[config.mk]
export PLATFORM = sky130hd
export DESIGN_NAME = rng_stim_bank
export DESIGN_NICKNAME = d
export VERILOG_FILES = /design/src/rtl/rng_stim_pkg.sv /design/src/rtl/rng_lfsr_lane.sv /design/src/rtl/rng_stim_bank.sv
export SDC_FILE = /design/constraint.sdc
export NUM_CORES = 1
export LEC_CHECK = 0
export ABC_CLOCK_PERIOD_IN_PS = 2600
export CAP_MARGIN = 20
export CORE_MARGIN = 10
export CORE_UTILIZATION = 48
export CTS_CLUSTER_DIAMETER = 50
export CTS_CLUSTER_SIZE = 24
export DETAILED_ROUTE_END_ITERATION = 12
export GPL_TIMING_DRIVEN = 0
export PLACE_DENSITY = 0.79
export SYNTH_ARGS = -nofsm -noshare
export SYNTH_HDL_FRONTEND = slang
export SYNTH_SLANG_ARGS = --single-unit
[constraint.sdc]
create_clock -name clk -period 2.6 [get_ports clk]
set_clock_uncertainty 0.2 [all_clocks]
set_input_delay 0.39 -clock clk [delete_from_list [all_inputs] [get_ports clk]]
set_output_delay 0.39 -clock clk [all_outputs]
set_load 0.02 [all_outputs]
[src/rtl/rng_stim_pkg.sv]
// Shared types and helper functions for the stimulus bank: mode encoding,
// maximal-length Galois tap table, per-channel seeds and observation folding.
package rng_stim_pkg;

  typedef enum logic [1:0] {
    MODE_FREE  = 2'd0,
    MODE_STEP  = 2'd1,
    MODE_BURST = 2'd2,
    MODE_HOLD  = 2'd3
  } mode_e;

  typedef enum logic {
    BST_IDLE = 1'b0,
    BST_RUN  = 1'b1
  } burst_state_e;

  localparam int MAX_OBS_W = 256;

  // Right-shift Galois masks: bit (i-1) set for each x^i term of the polynomial.
  function automatic logic [31:0] lfsr_taps(input int width);
    case (width)
      3:       return 32'h00000006;
      4:       return 32'h0000000C;
      5:       return 32'h00000014;
      6:       return 32'h00000030;
      7:       return 32'h00000060;
      8:       return 32'h000000B8;
      9:       return 32'h00000110;
      10:      return 32'h00000240;
      11:      return 32'h00000500;
      12:      return 32'h00000E08;
      13:      return 32'h00001C80;
      14:      return 32'h00003802;
      15:      return 32'h00006000;
      16:      return 32'h0000D008;
      17:      return 32'h00012000;
      18:      return 32'h00020400;
      19:      return 32'h00072000;
      20:      return 32'h00090000;
      21:      return 32'h00140000;
      22:      return 32'h00300000;
      23:      return 32'h00420000;
      24:      return 32'h00E10000;
      25:      return 32'h01200000;
      26:      return 32'h02000023;
      27:      return 32'h04000013;
      28:      return 32'h09000000;
      29:      return 32'h14000000;
      30:      return 32'h20000029;
      31:      return 32'h48000000;
      32:      return 32'hA3000000;
      default: return 32'h00000000;
    endcase
  endfunction

  function automatic logic [31:0] galois_step(input logic [31:0] s, input logic [31:0] taps);
    return (s >> 1) ^ (s[0] ? taps : 32'h0);
  endfunction

  // A zero seed would lock the LFSR, so it is replaced by 1.
  function automatic logic [31:0] seed_of(input int k, input int base, input int st,
                                          input int width);
    logic [63:0] v;
    v = 64'(base) + 64'(k) * 64'(st);
    v = v & ((64'd1 << width) - 64'd1);
    if (v == 64'd0) v = 64'd1;
    return v[31:0];
  endfunction

  function automatic logic [31:0] fold(input logic [MAX_OBS_W-1:0] obs, input int obs_w,
                                       input int misr_w);
    logic [31:0] r;
    r = '0;
    for (int i = 0; i < MAX_OBS_W; i++) begin
      if (i < obs_w) r[5'(i % misr_w)] = r[5'(i % misr_w)] ^ obs[i];
    end
    return r;
  endfunction

endpackage

[src/rtl/rng_lfsr_lane.sv]
// One Galois LFSR channel of the stimulus bank; advances only when adv is high.
module rng_lfsr_lane
  import rng_stim_pkg::*;
#(
  parameter int               WIDTH = 32,
  parameter logic [WIDTH-1:0] SEED  = {{(WIDTH-1){1'b0}}, 1'b1}
) (
  input  logic             clk,
  input  logic             reset,
  input  logic             adv,
  output logic [WIDTH-1:0] state
);

  localparam logic [31:0] TAPS = lfsr_taps(WIDTH);

  logic [WIDTH-1:0] r_state;
  logic [31:0]      w_cur;
  logic [31:0]      w_nxt;

  always_comb begin
    w_cur              = '0;
    w_cur[WIDTH-1:0]   = r_state;
  end

  assign w_nxt = galois_step(w_cur, TAPS);

  // Bits above WIDTH stay zero because both the state and the mask fit in WIDTH.
  if (WIDTH < 32) begin : g_pad
    logic w_unused_hi;
    assign w_unused_hi = ^w_nxt[31:WIDTH];
  end

  always_ff @(posedge clk or negedge reset) begin
    if (!reset) r_state <= SEED;
    else if (adv) r_state <= w_nxt[WIDTH-1:0];
  end

  assign state = r_state;

endmodule

[src/rtl/rng_stim_bank.sv]
// Multi-channel pseudo-random stimulus source with run modes and an observation
// MISR that keeps DUT outputs from being swept by implementation tools.
module rng_stim_bank
  import rng_stim_pkg::*;
#(
  parameter int NUM_CH     = 8,
  parameter int WIDTH      = 32,
  parameter int SEED_BASE  = 3,
  parameter int SEED_STEP  = 2,
  parameter int OBS_WIDTH  = 64,
  parameter int MISR_WIDTH = 32
) (
  input  logic                    clk,
  input  logic                    reset,
  input  logic [1:0]              mode,
  input  logic                    step,
  input  logic                    start,
  input  logic [15:0]             burst_len,
  output logic [NUM_CH*WIDTH-1:0] stim_out,
  output logic                    stim_valid,
  output logic                    busy,
  input  logic [OBS_WIDTH-1:0]    obs_in,
  output logic [MISR_WIDTH-1:0]   signature,
  output logic                    prevent_sweep_node
);

  mode_e                 w_mode;
  burst_state_e          r_bst;
  burst_state_e          w_bst_nxt;
  logic [15:0]           r_cnt;
  logic [15:0]           w_cnt_nxt;
  logic                  w_busy;
  logic                  w_adv;
  logic                  r_valid;
  logic [MISR_WIDTH-1:0] r_sig;
  logic                  r_psn;
  logic [31:0]           w_sig_cur;
  logic [31:0]           w_sig_nxt;
  logic [MAX_OBS_W-1:0]  w_obs_ext;

  assign w_mode = mode_e'(mode);
  assign w_busy = (r_bst == BST_RUN);

  always_comb begin
    w_adv = 1'b0;
    case (w_mode)
      MODE_FREE:  w_adv = 1'b1;
      MODE_STEP:  w_adv = step;
      MODE_BURST: w_adv = w_busy;
      default:    w_adv = 1'b0;
    endcase
  end

  // Leaving BURST mid-run aborts the burst; the lanes simply stop advancing.
  always_comb begin
    w_bst_nxt = r_bst;
    w_cnt_nxt = r_cnt;
    case (r_bst)
      BST_IDLE: begin
        if (w_mode == MODE_BURST && start && burst_len != 16'd0) begin
          w_bst_nxt = BST_RUN;
          w_cnt_nxt = burst_len;
        end
      end
      BST_RUN: begin
        if (w_mode != MODE_BURST || r_cnt == 16'd1) begin
          w_bst_nxt = BST_IDLE;
          w_cnt_nxt = 16'd0;
        end else begin
          w_cnt_nxt = r_cnt - 16'd1;
        end
      end
    endcase
  end

  always_comb begin
    w_obs_ext                = '0;
    w_obs_ext[OBS_WIDTH-1:0] = obs_in;
    w_sig_cur                = '0;
    w_sig_cur[MISR_WIDTH-1:0] = r_sig;
  end

  assign w_sig_nxt = galois_step(w_sig_cur, lfsr_taps(MISR_WIDTH))
                   ^ fold(w_obs_ext, OBS_WIDTH, MISR_WIDTH);

  if (MISR_WIDTH < 32) begin : g_sig_pad
    logic w_unused_sig_hi;
    assign w_unused_sig_hi = ^w_sig_nxt[31:MISR_WIDTH];
  end

  always_ff @(posedge clk or negedge reset) begin
    if (!reset) begin
      r_bst   <= BST_IDLE;
      r_cnt   <= 16'd0;
      r_valid <= 1'b0;
      r_sig   <= '0;
      r_psn   <= 1'b0;
    end else begin
      r_bst   <= w_bst_nxt;
      r_cnt   <= w_cnt_nxt;
      r_valid <= w_adv;
      r_sig   <= w_sig_nxt[MISR_WIDTH-1:0];
      r_psn   <= ^r_sig;
    end
  end

  for (genvar k = 0; k < NUM_CH; k++) begin : g_lane
    localparam logic [31:0] SEED_K = seed_of(k, SEED_BASE, SEED_STEP, WIDTH);
    rng_lfsr_lane #(
      .WIDTH (WIDTH),
      .SEED  (SEED_K[WIDTH-1:0])
    ) u_lane (
      .clk   (clk),
      .reset (reset),
      .adv   (w_adv),
      .state (stim_out[k*WIDTH +: WIDTH])
    );
  end

  assign stim_valid         = r_valid;
  assign busy               = w_busy;
  assign signature          = r_sig;
  assign prevent_sweep_node = r_psn;

endmodule
==> impl_summary.txt, run 1 <==
----------------------------------------------------
[Outcome]
  Result of the run ... finished clean

[Logic synthesis]
  Portion of netlist area occupied by mux cells ... 19.2%
  Share of async-settable or async-resettable flops after synthesis ... 100%
  Largest family of logic cells by synthesized area ... multiplexers
  Summed instance area of the synthesized netlist ... 14000 um^2
  Count of state elements after synthesis ... 307
  Fraction of post-synthesis cell area in the top cell type by area ... 50.9%
  Xor/xnor cell area share of the yosys netlist ... 5.92%
  Share of synthesized cell area in full adder, half adder and majority cells ... 0.178%
  Synthesized netlist cell count ... 1058
  Largest cells by area after synthesis ... sky130_fd_sc_hd__dfrtp_1 (51%), sky130_fd_sc_hd__mux2_2 (19%), sky130_fd_sc_hd__buf_4 (13%)
  Top cells by count, synth ... sky130_fd_sc_hd__dfrtp_1 (286), sky130_fd_sc_hd__buf_4 (251), sky130_fd_sc_hd__mux2_2 (232)
  Complex-gate fraction of the synthesized area ... 2.50%
  Primary flip-flop cell chosen by synthesis mapping ... sky130_fd_sc_hd__dfrtp_1
  Mean area per synthesized cell ... 13.3 um^2
  Distinct cells, synth ... 45
  Register area share after synthesis ... 54.9%
  Cell accounting for the most synthesized area ... sky130_fd_sc_hd__dfrtp_1
  Simple-Gate Fraction of Synth Area ... 2.79%
  Yosys Warn Count ... 0
  EDFF count, synth ... 0
  Most frequent cell after synthesis ... sky130_fd_sc_hd__dfrtp_1
  Net count after synthesis ... 1146

[Drt]
  First-pass iteration count of the detailed router ... 4
  Total routed wire length on the met1 layer ... 13200 um
  Remaining routing DRC violations ... 0
  DRT iter0 DRCs ... 315
  Routed length on met3 ... 3750 um
  Drt total wl ... 34400 um
  Average via count per standard cell ... 4.81
  Number of nets still failing antenna checks after routing ... 0
  Uppermost routed layer ... met4
  Met2 WL post-DR ... 16700 um
  Via count ... 8930
  Routed wirelength normalized by instance count ... 18.5 um

[Die]
  # rows ... 62
  Y dimension of the die ... 191 um
  Starting density of the core ... 48.8%
  Top-level I/O count ... 377
  DIE AREA ... 36500 um^2
  Die W ... 191 um
  Core area ... 28800 um^2

[Global route]
  Via count of the first global-routing pass ... 9552
  Initial antenna violation count ... 0
  First-pass GRT wire length ... 53200 um
  Global route total overflow ... 0
  Global routing usage summed across all routing layers ... 18.3%
  Maximum number of pins on one net before global-route repair ... 107

[STA]
  Final hold violation count ... 0
  Pins Over Slew Limit ... 0
  Total Neg Setup Slack ... 0 ns
  Final period util ... 94.6%
  Worst slew slack as a fraction of its limit ... 47.9%
  RSZ-0062 raised after global routing ... no
  Maximum clock frequency ... 0.407 GHz
  Actual slew at the worst max-slew pin ... 0.776 ns
  Final setup violation count ... 0
  Clock period minus worst slack ... 2.46 ns

[Finish]
  Proportion of layout cells with a drive suffix above 1 ... 41.2%
  Area growth from synthesis to layout ... 37.5%
  Final design area excluding fillers ... 19300 um^2
  Nets@finish ... 1533
  Final Util ... 67.1%
  Fill cell count ... 2117
  Antenna cell count ... 0

[Placed design]
  Port-buffer cells ... 344
  Placed instance area ... 18100 um^2
  Detailed-placement wirelength estimate ... 26200 um
  Final weighted congestion in routability-driven placement ... 0.874

[Hold path]
  Path category of the worst min-delay check ... primary input to asynchronous set/reset pin

[Setup path]
  Startpoint type of the worst setup path ... flip-flop
  Worst-path fanout max ... 6
  Reg-to-Reg Start ... busy$_DFF_PN0_
  Data required time at the worst endpoint ... 2.01 ns
  Classification of the worst setup path ... flip-flop to output port
  Setup crit end kind ... output port
  Critical path arrival ... 1.87 ns
  Worst reg2reg path depth ... 6
  Launching element of the worst setup path ... g_lane[2].u_lane.state[0]$_DFFE_PN1P_
  Last element of the critical path ... stim_out[64]
  Crit Reg-Reg Endpoint ... g_lane[1].u_lane.state[17]$_DFFE_PN0P_
  Flop2flop setup slack ... 0.23 ns

[Clock tree]
  Clock-pin slew reported for the worst setup and hold paths after clock tree synthesis ... 0.07 ns
  Clock buffers created by TritonCTS ... 36
  Number of sinks handled by clock tree synthesis ... 307
  H-Tree Level Count ... 2
  Largest buffer count on any clock path ... 3
  TritonCTS clock tree ... done
  Library cell used as clock root buffer ... sky130_fd_sc_hd__clkbuf_16
  Clk Latency, worst-skew pair ... 0.51 ns

[Pwr]
  Static leakage ... 0.00843 uW
  Peak supply drop ... 0.00106 V
  Total power divided by cell area ... 1390 nW/um^2

[Run]
  Count of maximum capacitance violations ... 0

----------------------------------------------------
-- cell usage in the layout, fill, tap and decap left out, types with 3 or more instances in the layout --
cell type / synthesis / final
sky130_fd_sc_hd__xnor2_1: 87 / 87
sky130_fd_sc_hd__nand4_1: 4 / 4
sky130_fd_sc_hd__inv_6: 0 / 3
sky130_fd_sc_hd__nor4_1: 6 / 6
sky130_fd_sc_hd__dfstp_2: 21 / 21
sky130_fd_sc_hd__o22ai_1: 4 / 4
sky130_fd_sc_hd__clkinvlp_4: 0 / 4
sky130_fd_sc_hd__xor2_1: 8 / 8
sky130_fd_sc_hd__nor2_1: 27 / 27
sky130_fd_sc_hd__clkbuf_16: 0 / 37
sky130_fd_sc_hd__mux2i_1: 8 / 8
sky130_fd_sc_hd__inv_8: 0 / 9
sky130_fd_sc_hd__o21ai_0: 8 / 8
sky130_fd_sc_hd__nor3_1: 3 / 3
sky130_fd_sc_hd__inv_1: 4 / 4
sky130_fd_sc_hd__buf_16: 0 / 3
sky130_fd_sc_hd__clkinv_8: 0 / 4
sky130_fd_sc_hd__clkinv_4: 0 / 3
sky130_fd_sc_hd__mux2_2: 232 / 232
sky130_fd_sc_hd__clkdlybuf4s50_1: 0 / 343
sky130_fd_sc_hd__a221o_1: 5 / 5
sky130_fd_sc_hd__buf_2: 26 / 26
sky130_fd_sc_hd__dfrtp_1: 286 / 286
sky130_fd_sc_hd__a21oi_1: 34 / 34
sky130_fd_sc_hd__nand2_1: 9 / 9
sky130_fd_sc_hd__buf_4: 251 / 252
sky130_fd_sc_hd__nand3_1: 5 / 5
-- registers in the layout, summed over array words and instances (netlist names) --
register,count
busy,1
g_lane.u_lane.state,256
prevent_sweep_node,1
r_cnt,16
signature,32
stim_valid,1
-- logic make-up after synthesis --
logic type,count (synthesis)
DFF,307
buffers and inverters,284
muxes,240
xor gates and xnor gates,95
and+or+nand+nor,71
AOI/OAI and AO/OA,59
adders and majority gates,2
-- critical path, stage by stage (launching register included) --
cell	delay, ns
sky130_fd_sc_hd__dfstp_2	0.63
sky130_fd_sc_hd__buf_4	0.14
sky130_fd_sc_hd__clkdlybuf4s50_1	0.60
-- final cells by class --
type                    instances  area [um^2]  area share, %
flip-flops and latches        307         7710           39.9
multi-input cells             467         4300           22.3
repair buffers                349         3550           18.4
plain buffers                 279         2030           10.5
clock buffers                  38          940           4.87
well taps                     384          480           2.49
clock inverters                26          289           1.50
inverters                       5         18.8         0.0972
-- timing repair --
item	in CTS	in global routing
hold endpoints to repair	118	0
endpoints found under the setup margin	39	45
hold buffers	1	0
pin swaps	0	1
gates resized for setup	1	0
setup buffers	0	1
-- stage by stage --
step | hold slack (ns) | cells | setup slack [ns] | total power [uW]
floorplan | -0.106 | 1058 | 0.564 | 16500
global placement | 0.199 | 1786 | -12.03 | 21800
detailed placement | 0.0316 | 1789 | -0.279 | 22100
CTS | 0.0880 | 1854 | 0.0824 | 27300
global route | 0.125 | 1855 | 0.0584 | 28400
finish | 0.107 | 1855 | 0.141 | 26900
-- layer usage --
metal | GRT usage [%] | vias to the layer above
li1 | - | 4135
met1 | 21.0 | 4424
met2 | 30.9 | 323
met3 | 7.62 | 48
met4 | 5.29 | 0
met5 | 0 | -
-- worst min path at each step --
stage	start	endpoint	cells past startpoint
after global placement	signature[17]$_DFF_PN0_	signature[16]$_DFF_PN0_	0
after floorplan	reset	busy$_DFF_PN0_	0
after CTS	reset	g_lane[3].u_lane.state[12]$_DFFE_PN0P_	2
final	reset	g_lane[3].u_lane.state[12]$_DFFE_PN0P_	2
after global routing	reset	g_lane[3].u_lane.state[12]$_DFFE_PN0P_	2
after detailed placement	reset	g_lane[3].u_lane.state[12]$_DFFE_PN0P_	1
-- where the power goes --
| part | switching, uW | total (uW) | leakage, uW | internal [uW] |
|---|---|---|---|---|
| Sequential | 1750 | 8620 | 0.00364 | 6870 |
| Combinational | 5580 | 13200 | 0.00419 | 7610 |
| Clock | 2200 | 5070 | 0.000594 | 2870 |
(Power assumes the default switching activity.)
==> run 2, diff against run 1 <==
Settings changed: CTS_CLUSTER_SIZE 24 to 20.
==> results of run 2 <==
No change in the layout: final DEF, timing and power equal those of run 1.
==> run 3, diff against run 2 <==
Settings changed: CAP_MARGIN 20 to default, CORE_MARGIN 10 to default.
==> run 3 against run 2 <==
Compared with the run above:
- total power is 1.6% lower
- worst hold slack gained 0.11 ns
- cell count decreased by 0.49%
- first-iteration DRC count rose by 24%
- via count is 0.63% lower
- clock-buffer cell count down 2
- maximum frequency is 1.9% lower
- non-clock buffer count down 2
==> impl_summary.txt, run 3 (synthesized netlist as in run 1, its figures left out) <==
----------------------------------------------------
[Outcome]
  Result of the run ... finished clean

[Drt]
  Via count ... 8874 (-0.63%)
  Drt total wl ... 30800 um (-10%)
  Average via count per standard cell ... 4.81 (-0.14%)
  First-pass iteration count of the detailed router ... 4 (unchanged)
  DRT iter0 DRCs ... 390 (+24%)
  Remaining routing DRC violations ... 0 (unchanged)
  Routed wirelength normalized by instance count ... 16.7 um (-10%)
  Number of nets still failing antenna checks after routing ... 0 (unchanged)

[Clock tree]
  Number of sinks handled by clock tree synthesis ... 307 (unchanged)
  Clk Latency, worst-skew pair ... 0.55 ns (+0.04 ns)
  Clock buffers created by TritonCTS ... 31 (-14%)
  Largest buffer count on any clock path ... 3 (unchanged)
  Library cell used as clock root buffer ... sky130_fd_sc_hd__clkbuf_16
  H-Tree Level Count ... 1 (-1)
  TritonCTS clock tree ... done
  Clock-pin slew reported for the worst setup and hold paths after clock tree synthesis ... 0.06 ns (about the same)

[Finish]
  Most common cell after layout, fill and taps aside ... sky130_fd_sc_hd__clkdlybuf4s50_1
  Max reg flops ... 256 (unchanged)
  Antenna cell count ... 0 (unchanged)
  Proportion of layout cells with a drive suffix above 1 ... 40.8% (-0.36 points)
  Nets@finish ... 1526 (-0.46%)
  Area growth from synthesis to layout ... 36.5%
  Commonest cells after routing, fill and taps aside ... sky130_fd_sc_hd__clkdlybuf4s50_1 (343), sky130_fd_sc_hd__dfrtp_1 (286), sky130_fd_sc_hd__buf_4 (251), sky130_fd_sc_hd__mux2_2 (232), sky130_fd_sc_hd__xnor2_1 (87)

[Setup path]
  Reg-to-Reg Start ... busy$_DFF_PN0_
  Startpoint type of the worst setup path ... flip-flop
  Worst reg2reg path depth ... 7 (+1)
  Setup crit end kind ... output port
  Worst-path fanout max ... 6 (unchanged)
  Classification of the worst setup path ... flip-flop to output port
  Critical path arrival ... 1.92 ns (+0.05 ns)
  Data required time at the worst endpoint ... 2.01 ns (about the same)
  Crit Reg-Reg Endpoint ... g_lane[7].u_lane.state[29]$_DFFE_PN0P_
  Flop2flop setup slack ... 0.16 ns (-0.07 ns)

[Placed design]
  Port-buffer cells ... 344 (unchanged)
  Detailed-placement wirelength estimate ... 22800 um (-13%)
  Final weighted congestion in routability-driven placement ... 0.845 (-3.3%)
  Setup Slack @ Placement ... -0.336 ns (-0.0577 ns)

[Global route]
  Global route total overflow ... 0 (unchanged)
  Layer with the highest usage ... met2
  Grt met2 use ... 36.2% (+5.4 points)
  Initial antenna violation count ... 0 (unchanged)
  Maximum number of pins on one net before global-route repair ... 122 (+14%)
  Grt met3 use ... 5.04% (-2.6 points)
  Global routing usage summed across all routing layers ... 20.9% (+2.5 points)
  GR Util met1 ... 26.4% (+5.4 points)
  First-pass GRT wire length ... 50000 um (-5.9%)
  Via count of the first global-routing pass ... 9049 (-5.3%)

[STA]
  Clock period minus worst slack ... 2.51 ns (+0.0466 ns)
  Actual slew at the worst max-slew pin ... 0.776 ns (+0.000161 ns)
  Maximum clock frequency ... 0.399 GHz (-1.9%)
  Final hold violation count ... 0 (unchanged)
  Pins Over Slew Limit ... 0 (unchanged)
  Worst Setup Slack, final ... 0.0945 ns (-0.0466 ns)
  Final period util ... 96.4% (+1.8 points)
  Worst slew slack as a fraction of its limit ... 47.8% (about the same)
  RSZ-0062 raised after global routing ... no
  Total Neg Setup Slack ... 0 ns (unchanged)
  Final setup violation count ... 0 (unchanged)

[Die]
  Starting density of the core ... 48.8% (unchanged)
  Y dimension of the die ... 173 um (-9.4%)
  Die W ... 173 um (-9.4%)
  Core area ... 28800 um^2 (unchanged)
  # rows ... 62 (unchanged)
  DIE AREA ... 30000 um^2 (-18%)
  Top-level I/O count ... 377 (unchanged)

[Hold path]
  Cell depth of the worst hold path ... 2
  Sink of the worst hold path ... signature[13]$_DFF_PN0_
  Source of the worst hold timing path ... obs_in[45]
  Path category of the worst min-delay check ... primary input to flip-flop

[Pwr]
  Total power divided by cell area ... 1380 nW/um^2 (-0.87%)
  Static leakage ... 0.00836 uW (-0.84%)
  Peak supply drop ... 0.000943 V (-11%)

[Run]
  Count of maximum capacitance violations ... 0 (unchanged)

----------------------------------------------------
run 3: cell type report:
cell class,instances,area (um^2)
fill,2142,9610
sequential,307,7710
multi-input combinational,467,4300
timing repair buffer,347,3510
buffer,279,2030
clock buffer,36,845
tap,384,480
clock inverter,21,275
inverter,5,18.8
run 3: critical path, stage by stage (launching register included):
cell	delay, ns
sky130_fd_sc_hd__dfstp_2	0.64
sky130_fd_sc_hd__buf_4	0.14
sky130_fd_sc_hd__clkdlybuf4s50_1	0.58
run 3: worst max path at each step:
| stage | to | from | cells past startpoint | slack [ns] |
|---|---|---|---|---|
| 6_report | stim_out[64] | g_lane[2].u_lane.state[0]$_DFFE_PN1P_ | 2 | 0.09 |
| 5_1_grt | g_lane[7].u_lane.state[29]$_DFFE_PN0P_ | busy$_DFF_PN0_ | 7 | 0.01 |
| 4_1_cts | stim_out[192] | g_lane[6].u_lane.state[0]$_DFFE_PN1P_ | 2 | 0.04 |
| 3_5_place_dp | g_lane[7].u_lane.state[29]$_DFFE_PN0P_ | mode[1] | 8 | -0.34 |
| 3_3_place_gp | r_cnt[0]$_DFFE_PN0P_ | reset | 1 | -12.03 |
| 2_1_floorplan | g_lane[4].u_lane.state[18]$_DFFE_PN0P_ | busy$_DFF_PN0_ | 6 | 0.56 |
run 3: power by group:
part	internal [uW]	total [uW]	switching [uW]
Sequential	6870	8610	1740
Clock	2780	4750	1970
Combinational	7610	13100	5490
run 3: stage by stage:
| step | hold slack [ns] | util (%) | power [uW] | cells | cell area, um^2 |
|---|---|---|---|---|---|
| after global routing | 0.207 | 66.6 | 27900 | 1846 | 19200 |
| after detailed placement | 0.209 | 62.7 | 21900 | 1788 | 18000 |
| after global placement | 0.201 | 62.5 | 21500 | 1786 | 18000 |
| after floorplan | -0.106 | - | 16500 | 1058 | 14000 |
| after CTS | 0.187 | 66.6 | 26800 | 1846 | 19200 |
| final | 0.217 | 66.6 | 26500 | 1846 | 19200 |
run 3: what timing repair did:
item | CTS | global route
hold endpoints to repair | 89 | 0
hold buffers | 1 | 0
buffers inserted | 0 | 0
pin swaps | 0 | 0
setup endpoints to repair | 47 | 10
gates resized for setup | 1 | 1
run 3: metal layers:
layer / up-vias / share of wire, % / wire, um
met5: - / 0 / 0
met4: 0 / 2.0 / 606
met3: 43 / 7.5 / 2310
met2: 330 / 51 / 15600
met1: 4392 / 40 / 12300
li1: 4109 / - / -
